**config.mk**
```make
export PLATFORM = sky130hd
export DESIGN_NAME = if_id_branch_ctrl
export DESIGN_NICKNAME = d
export VERILOG_FILES = /design/src/rtl/if_id_branch_ctrl.sv
export SDC_FILE = /design/constraint.sdc
export NUM_CORES = 1
export LEC_CHECK = 0
export CAP_MARGIN = 10
export CORE_UTILIZATION = 42
export CTS_CLUSTER_DIAMETER = 120
export CTS_CLUSTER_SIZE = 10
export DETAILED_ROUTE_END_ITERATION = 16
export PLACE_DENSITY_LB_ADDON = 0.05
export SKIP_LAST_GASP = 1
export SLEW_MARGIN = 10
export SYNTH_ARGS = -nofsm -noshare
export SYNTH_HDL_FRONTEND = slang
export SYNTH_SLANG_ARGS = --single-unit
export TNS_END_PERCENT = 50
```
**constraint.sdc**
```tcl
create_clock -name clk -period 4.7 [get_ports clk]
set_input_delay 0.47 -clock clk [delete_from_list [all_inputs] [get_ports clk]]
set_output_delay 0.47 -clock clk [all_outputs]
set_load 0.02 [all_outputs]
```
**src/rtl/if_id_branch_ctrl.sv**
```systemverilog
// IF/ID pipeline register with ID-stage branch resolution and hazard control.
// Latches PC+4 and the fetched instruction, resolves beq/bne in ID and drives
// the fetch PC source mux.
// The register stalls on load-use and on branch-operand hazards.
// When taken, the branch squashes the wrong-path fetch.
// Optional feature: define ID_JUMP_EN to resolve j (opcode 6'b000010) in ID
// as an always-taken jump.
module if_id_branch_ctrl #(
  parameter logic [5:0]  OP_BEQ   = 6'b000100,
  parameter logic [5:0]  OP_BNE   = 6'b000101,
  parameter logic [31:0] NOP_WORD = 32'h00000000
) (
  input  logic        clk,
  input  logic        rst,
  input  logic [31:0] pc4_in,
  input  logic [31:0] instr_in,
  input  logic [31:0] rs_data,
  input  logic [31:0] rt_data,
  input  logic        ex_reg_write,
  input  logic        ex_mem_read,
  input  logic [4:0]  ex_wreg,
  input  logic        mem_mem_read,
  input  logic [4:0]  mem_wreg,
  output logic [31:0] pc4_id,
  output logic [31:0] instr_id,
  output logic        valid_id,
  output logic [4:0]  rs_addr,
  output logic [4:0]  rt_addr,
  output logic        pcsrc,
  output logic [31:0] branch_target,
  output logic        pc_write,
  output logic        id_bubble
);

  logic [5:0]  opcode;
  logic        is_beq;
  logic        is_br;
  logic        ex_hit;
  logic        mem_hit;
  logic        load_use;
  logic        br_dep;
  logic        stall;
  logic        br_taken;
  logic        taken;
  logic [31:0] br_offset;
  logic [31:0] br_target;

  assign opcode  = instr_id[31:26];
  assign rs_addr = instr_id[25:21];
  assign rt_addr = instr_id[20:16];

  assign is_beq = valid_id & (opcode == OP_BEQ);
  assign is_br  = valid_id & ((opcode == OP_BEQ) | (opcode == OP_BNE));

  // Register 0 is hard-wired, so a write to it never creates a dependency.
  assign ex_hit  = (ex_wreg != 5'd0) & ((ex_wreg == rs_addr) | (ex_wreg == rt_addr));
  assign mem_hit = (mem_wreg != 5'd0) & ((mem_wreg == rs_addr) | (mem_wreg == rt_addr));

  assign load_use = valid_id & ex_mem_read & ex_hit;
  assign br_dep   = is_br & ((ex_reg_write & ex_hit) | (mem_mem_read & mem_hit));
  assign stall    = load_use | br_dep;

  assign br_offset = {{14{instr_id[15]}}, instr_id[15:0], 2'b00};
  assign br_target = pc4_id + br_offset;

  // Branch comparison: equality for beq, inequality for bne, suppressed while stalled.
  always_comb begin
    // NOTE: default first so every path assigns br_taken and no latch is inferred.
    br_taken = 1'b0;
    if (is_br && !stall) begin
      if (is_beq) br_taken = (rs_data == rt_data);
      else        br_taken = (rs_data != rt_data);
    end
  end

`ifdef ID_JUMP_EN
  localparam logic [5:0] OP_J = 6'b000010;

  logic        is_j;
  logic        j_taken;
  logic [31:0] j_target;

  // A jump has no register operands of its own; only a load-use stall holds it.
  assign is_j     = valid_id & (opcode == OP_J);
  assign j_taken  = is_j & ~stall;
  assign j_target = {pc4_id[31:28], instr_id[25:0], 2'b00};

  assign taken         = br_taken | j_taken;
  assign branch_target = is_j ? j_target : br_target;
`else
  assign taken         = br_taken;
  assign branch_target = br_target;
`endif

  assign pcsrc     = taken;
  assign pc_write  = ~stall;
  assign id_bubble = stall;

  // IF/ID register: reset, hold on stall, squash after a taken redirect, else load.
  always_ff @(posedge clk) begin
    // NOTE: non-blocking assignments so every flop samples pre-edge values.
    if (rst) begin
      pc4_id   <= 32'd0;
      instr_id <= NOP_WORD;
      valid_id <= 1'b0;
    end else if (stall) begin
      pc4_id   <= pc4_id;
      instr_id <= instr_id;
      valid_id <= valid_id;
    end else if (taken) begin
      pc4_id   <= pc4_in;
      instr_id <= NOP_WORD;
      valid_id <= 1'b0;
    end else begin
      pc4_id   <= pc4_in;
      instr_id <= instr_in;
      valid_id <= 1'b1;
    end
  end

endmodule

```
# Yosys cells after proc, flatten, opt, wreduce, memory -nomap -nowiden
# Index checks and enable logic that the tools add are counted.
# classes
shift	0
muxes	4
bitwise_logic	15
add_sub_neg	1
n_eq_ne	8
order_cmp	0
n_reduce_logical	4
div	0
n_mul	0
# ops
operator	n
adder 32 bit	1
== test 32 bit	1
2-to-1 mux 32 bit	1
inequality test 32 bit	1
== test 5 bit	4
== test 6 x 3 -> 1 bit (second input constant)	2
nonzero test 5 bit	2
bitwise AND 1 bit	9
bitwise OR 1 bit	5
2-to-1 mux 1 bit	3
logical AND 1 bit	1
logical NOT 1 bit	1
NOT 1 bit	1
# totals
elab_cells	35
latch_bits	0
mem_bits_rw	0
regBits	65
mem_count	0
output_inout_bits	110
mem_bits_ro	0

# Longest topological paths before layout
# logic_depth
ltp_word	11
ltp_mapped	10

# Worst setup path before layout
# Ideal clock, no wire load.
# synth_path
path_kind	reg-to-output
start	register pc4_id[2]
end	output branch_target[30]
slack_ps	1318
arrival_ps	2912
path_stages_with_launch	11
n_path_buf	0
cell_sequence	dfxtp_1 -> ha_1 -> fa_1 -> a211oi_1 -> o21ai_2 -> a32o_2 -> a2111oi_4 -> o41ai_2 -> a211o_1 -> a21oi_2 -> xnor2_1
# synth_via
elab_chain_cells	1
# synth_rtl
item	line	rtl
start: declaration	24	output logic [31:0] pc4_id,
start signal: assignment	107	pc4_id <= pc4_id;
start signal: assignment	111	pc4_id <= pc4_in;
start signal: assignment	115	pc4_id <= pc4_in;
adder 32 bit	64	assign br_target = pc4_id + br_offset;
end: declaration	30	output logic [31:0] branch_target,
# No other way between the ends.

# Final worst setup path
# Ends and elaborated chain as after synthesis.

==> impl_metrics.env <==
export IMPL_status="finished, final reports clean"
export IMPL_grt_max_degree=24
export IMPL_leakage_nw=3.16
export IMPL_synthToLayoutAreaGrowth_pct=64.2
export IMPL_post_cts_buffers=0
export IMPL_ys_types=52
export IMPL_cts_max_level=3
export IMPL_ir_worst_vdd_mv=0.171
export IMPL_maxSlewViolCount=0
export IMPL_setup_worst_path_class="reg -> out"
export IMPL_vias=4541
export IMPL_ys_async_sr_fraction=0
export IMPL_grt_use_met1=0.332
export IMPL_slew_headroom=0.526
export IMPL_grt_util_all_layers=0.277
export IMPL_cts_path_max_buffers=2
export IMPL_met3_usage=0.0806
export IMPL_cts_tree="built"
export IMPL_fin_crit_sh=0.940
export IMPL_final_common_cell="clkdlybuf4s50_1"
export IMPL_cts_root_buf="clkbuf_8"
export IMPL_hp_class="reg -> reg"
export IMPL_cts_resized=0
export IMPL_start_util=0.439
export IMPL_timing_final_ws_setup_ns=0.283
export IMPL_final_layout_size_suffix_gt1_frac=0.0483
export IMPL_die_w_um=104
export IMPL_portBuffers=252
export IMPL_fill_cells=820
export IMPL_drc=0
export IMPL_antenna_found_initial=0
export IMPL_skew_ns=0.0126
export IMPL_ys_seq_area_frac=0.299
export IMPL_top_usage_layer="met2"
export IMPL_setup_tns_final_ns=0
export IMPL_synth_nets=651
export IMPL_synth_cells=478
export IMPL_p_clk_frac=0.283
export IMPL_core_area_mm2=0.00991
export IMPL_most_common_layout_cells="252 x clkdlybuf4s50_1, 65 x dfxtp_1, 56 x nor2_1"
export IMPL_syn_cell_area_mm2=0.00435
export IMPL_intPower_mw=1.20
export IMPL_first_iter_violations=134
export IMPL_grt_pass1_vias=4708
export IMPL_seq_power_share=0.344
export IMPL_pre_cts_slack_ns=0.675
export IMPL_die_area_mm2=0.0108
export IMPL_avgRoutedWirePerCell_um=17.4
export IMPL_cts_buffers=9
export IMPL_clock_latency_ns=0.35
export IMPL_synth_ff_type="dfxtp_1"
export IMPL_cp_end_kind="primary output"
export IMPL_diodes=0
export IMPL_nNetsFinal=892
export IMPL_critPathMaxFanout=4
export IMPL_die_h_um=104
export IMPL_swShare=0.338
export IMPL_place_congestion=0.907
export IMPL_final_hold_viol_count=0
export IMPL_cap_viol_max_count=0
export IMPL_clock_sinks=65
export IMPL_cts_clk_slew_worst_paths_ns=0.09
export IMPL_tightest_slew_ns=0.710
export IMPL_grt_pass1_wl_mm=23.8
export IMPL_wl_mm=14.9
export IMPL_required_ns=4.23
export IMPL_drtPass1Iterations=4
export IMPL_min_period_ns=4.42
export IMPL_power_density_mw_per_mm2=254
export IMPL_grt_overflow=0
export IMPL_ant_nets=0
export IMPL_yosys_warnings=0
export IMPL_pwr_share_comb=0.374
export IMPL_utilization=0.721
export IMPL_via_per_inst=5.30
export IMPL_gr_usage_met2=0.474
export IMPL_cp_arrival_ns=3.95
export IMPL_switchingPower_uw=614
export IMPL_rows=36
export IMPL_synth_area_per_cell_um2=9.10
export IMPL_synth_edff_count=0
export IMPL_rsz0062_at_grt="false"
export IMPL_setup_viol_count_final=0
export IMPL_ios=253
export IMPL_start_kind="flip-flop"
export IMPL_post_dp_hpwl_mm=11.8
export IMPL_cts_hold_buf=0
export IMPL_synth_seq_cells=65
export IMPL_timing_fmax_ghz=0.226
layer usage:
metal  vias to the layer above  share of wire
li1                       2212              -
met1                      2132           0.42
met2                       169           0.49
met3                        28          0.070
met4                         0          0.022
met5                         -              0
kinds of logic after synthesis:
family,count (synthesis),synth area share
DFF,65,0.299
buffers and inverters,35,0.0443
xor gates and xnor gates,76,0.153
and+or+nand+nor,123,0.135
AOI/OAI and AO/OA,116,0.205
adders and majority gates,30,0.0880
muxes,33,0.0760
power groups by stage:
| stage | clock (mW) | combinational, mW | sequential (mW) |
|---|---|---|---|
| finish | 0.514 | 0.679 | 0.624 |
| global route | 0.549 | 0.725 | 0.629 |
| CTS | 0.524 | 0.680 | 0.624 |
| detailed placement | 0 | 0.675 | 0.636 |
| global placement | 0 | 0.666 | 0.635 |
| floorplan | 0 | 0.304 | 0.668 |
worst max-delay path: stages (launching register included):
cell and delay [ns]:
dfxtp_1 0.34, ha_1 0.24, fa_1 0.42, a211oi_1 0.37, o21ai_2 0.13, a32o_2 0.31
a2111oi_4 0.40, o41ai_2 0.18, a211o_1 0.29, a21oi_2 0.15, xnor2_1 0.13, clkdlybuf4s50_1 0.63
synth_stat cells (2+ instances only):
| cell | number | area (µm²) |
|---|---|---|
| dfxtp_1 | 65 | 1300 |
| nor2_1 | 57 | 214 |
| xor2_1 | 49 | 429 |
| mux2i_1 | 33 | 330 |
| a22o_1 | 32 | 280 |
| ha_1 | 29 | 363 |
| xnor2_1 | 27 | 236 |
| a21oi_1 | 23 | 115 |
| o21ai_0 | 16 | 80.1 |
| nand2_1 | 13 | 48.8 |
| nor3_1 | 13 | 65.1 |
| buf_4 | 12 | 90.1 |
| a21o_1 | 10 | 75.1 |
| nor4_1 | 9 | 56.3 |
| inv_1 | 8 | 30.0 |
| a211oi_1 | 7 | 52.6 |
| buf_2 | 7 | 35.0 |
| clkbuf_1 | 7 | 26.3 |
| nand3_1 | 7 | 35.0 |
| o21bai_1 | 6 | 45.0 |
| nand4_1 | 5 | 31.3 |
| and2_1 | 4 | 25.0 |
| a2111oi_4 | 2 | 55.1 |
| a21o_2 | 2 | 17.5 |
| a221oi_1 | 2 | 17.5 |
| and3_1 | 2 | 12.5 |
| nor2b_1 | 2 | 12.5 |
| o31a_1 | 2 | 17.5 |
| o41ai_2 | 2 | 32.5 |
| or3_1 | 2 | 12.5 |
| or4_1 | 2 | 15.0 |
area by class of cell:
class	count	area, µm²	share of cell area
Clock buffer	9	124	0.0173
Clock inverter	7	83.8	0.0117
Inverter	8	30.0	0.00421
Multi-Input combinational cell	378	2880	0.403
Sequential cell	65	1300	0.182
Tap cell	133	166	0.0233
Timing Repair Buffer	257	2560	0.359
state kept, by name, summed over array words and instances, names as in the netlist:
name and flops:
instr_id 32, pc4_id 32, valid_id 1
per-stage QoR:
step | power (mW) | instances | cell area (µm²) | hold WS [ns]
3_3_place_gp | 1.30 | 841 | 6930 | 0.476
4_1_cts | 1.83 | 857 | 7140 | 0.507
3_5_place_dp | 1.31 | 841 | 6930 | 0.482
2_1_floorplan | 0.972 | 478 | 4350 | 0.595
5_1_grt | 1.90 | 857 | 7140 | 0.524
6_report | 1.82 | 857 | 7140 | 0.505
final timing paths:
kind | startpoint | end | slack [ns] | cells after the start
max | pc4_id[2] | branch_target[30] | 0.28 | 11
min | instr_id[27] | instr_id[27] | 0.51 | 1
max reg2reg | instr_id[25] | instr_id[6] | 2.02 | 8
min reg2reg | instr_id[27] | instr_id[27] | 0.51 | 1
Power figures use the tool's default switching activity.
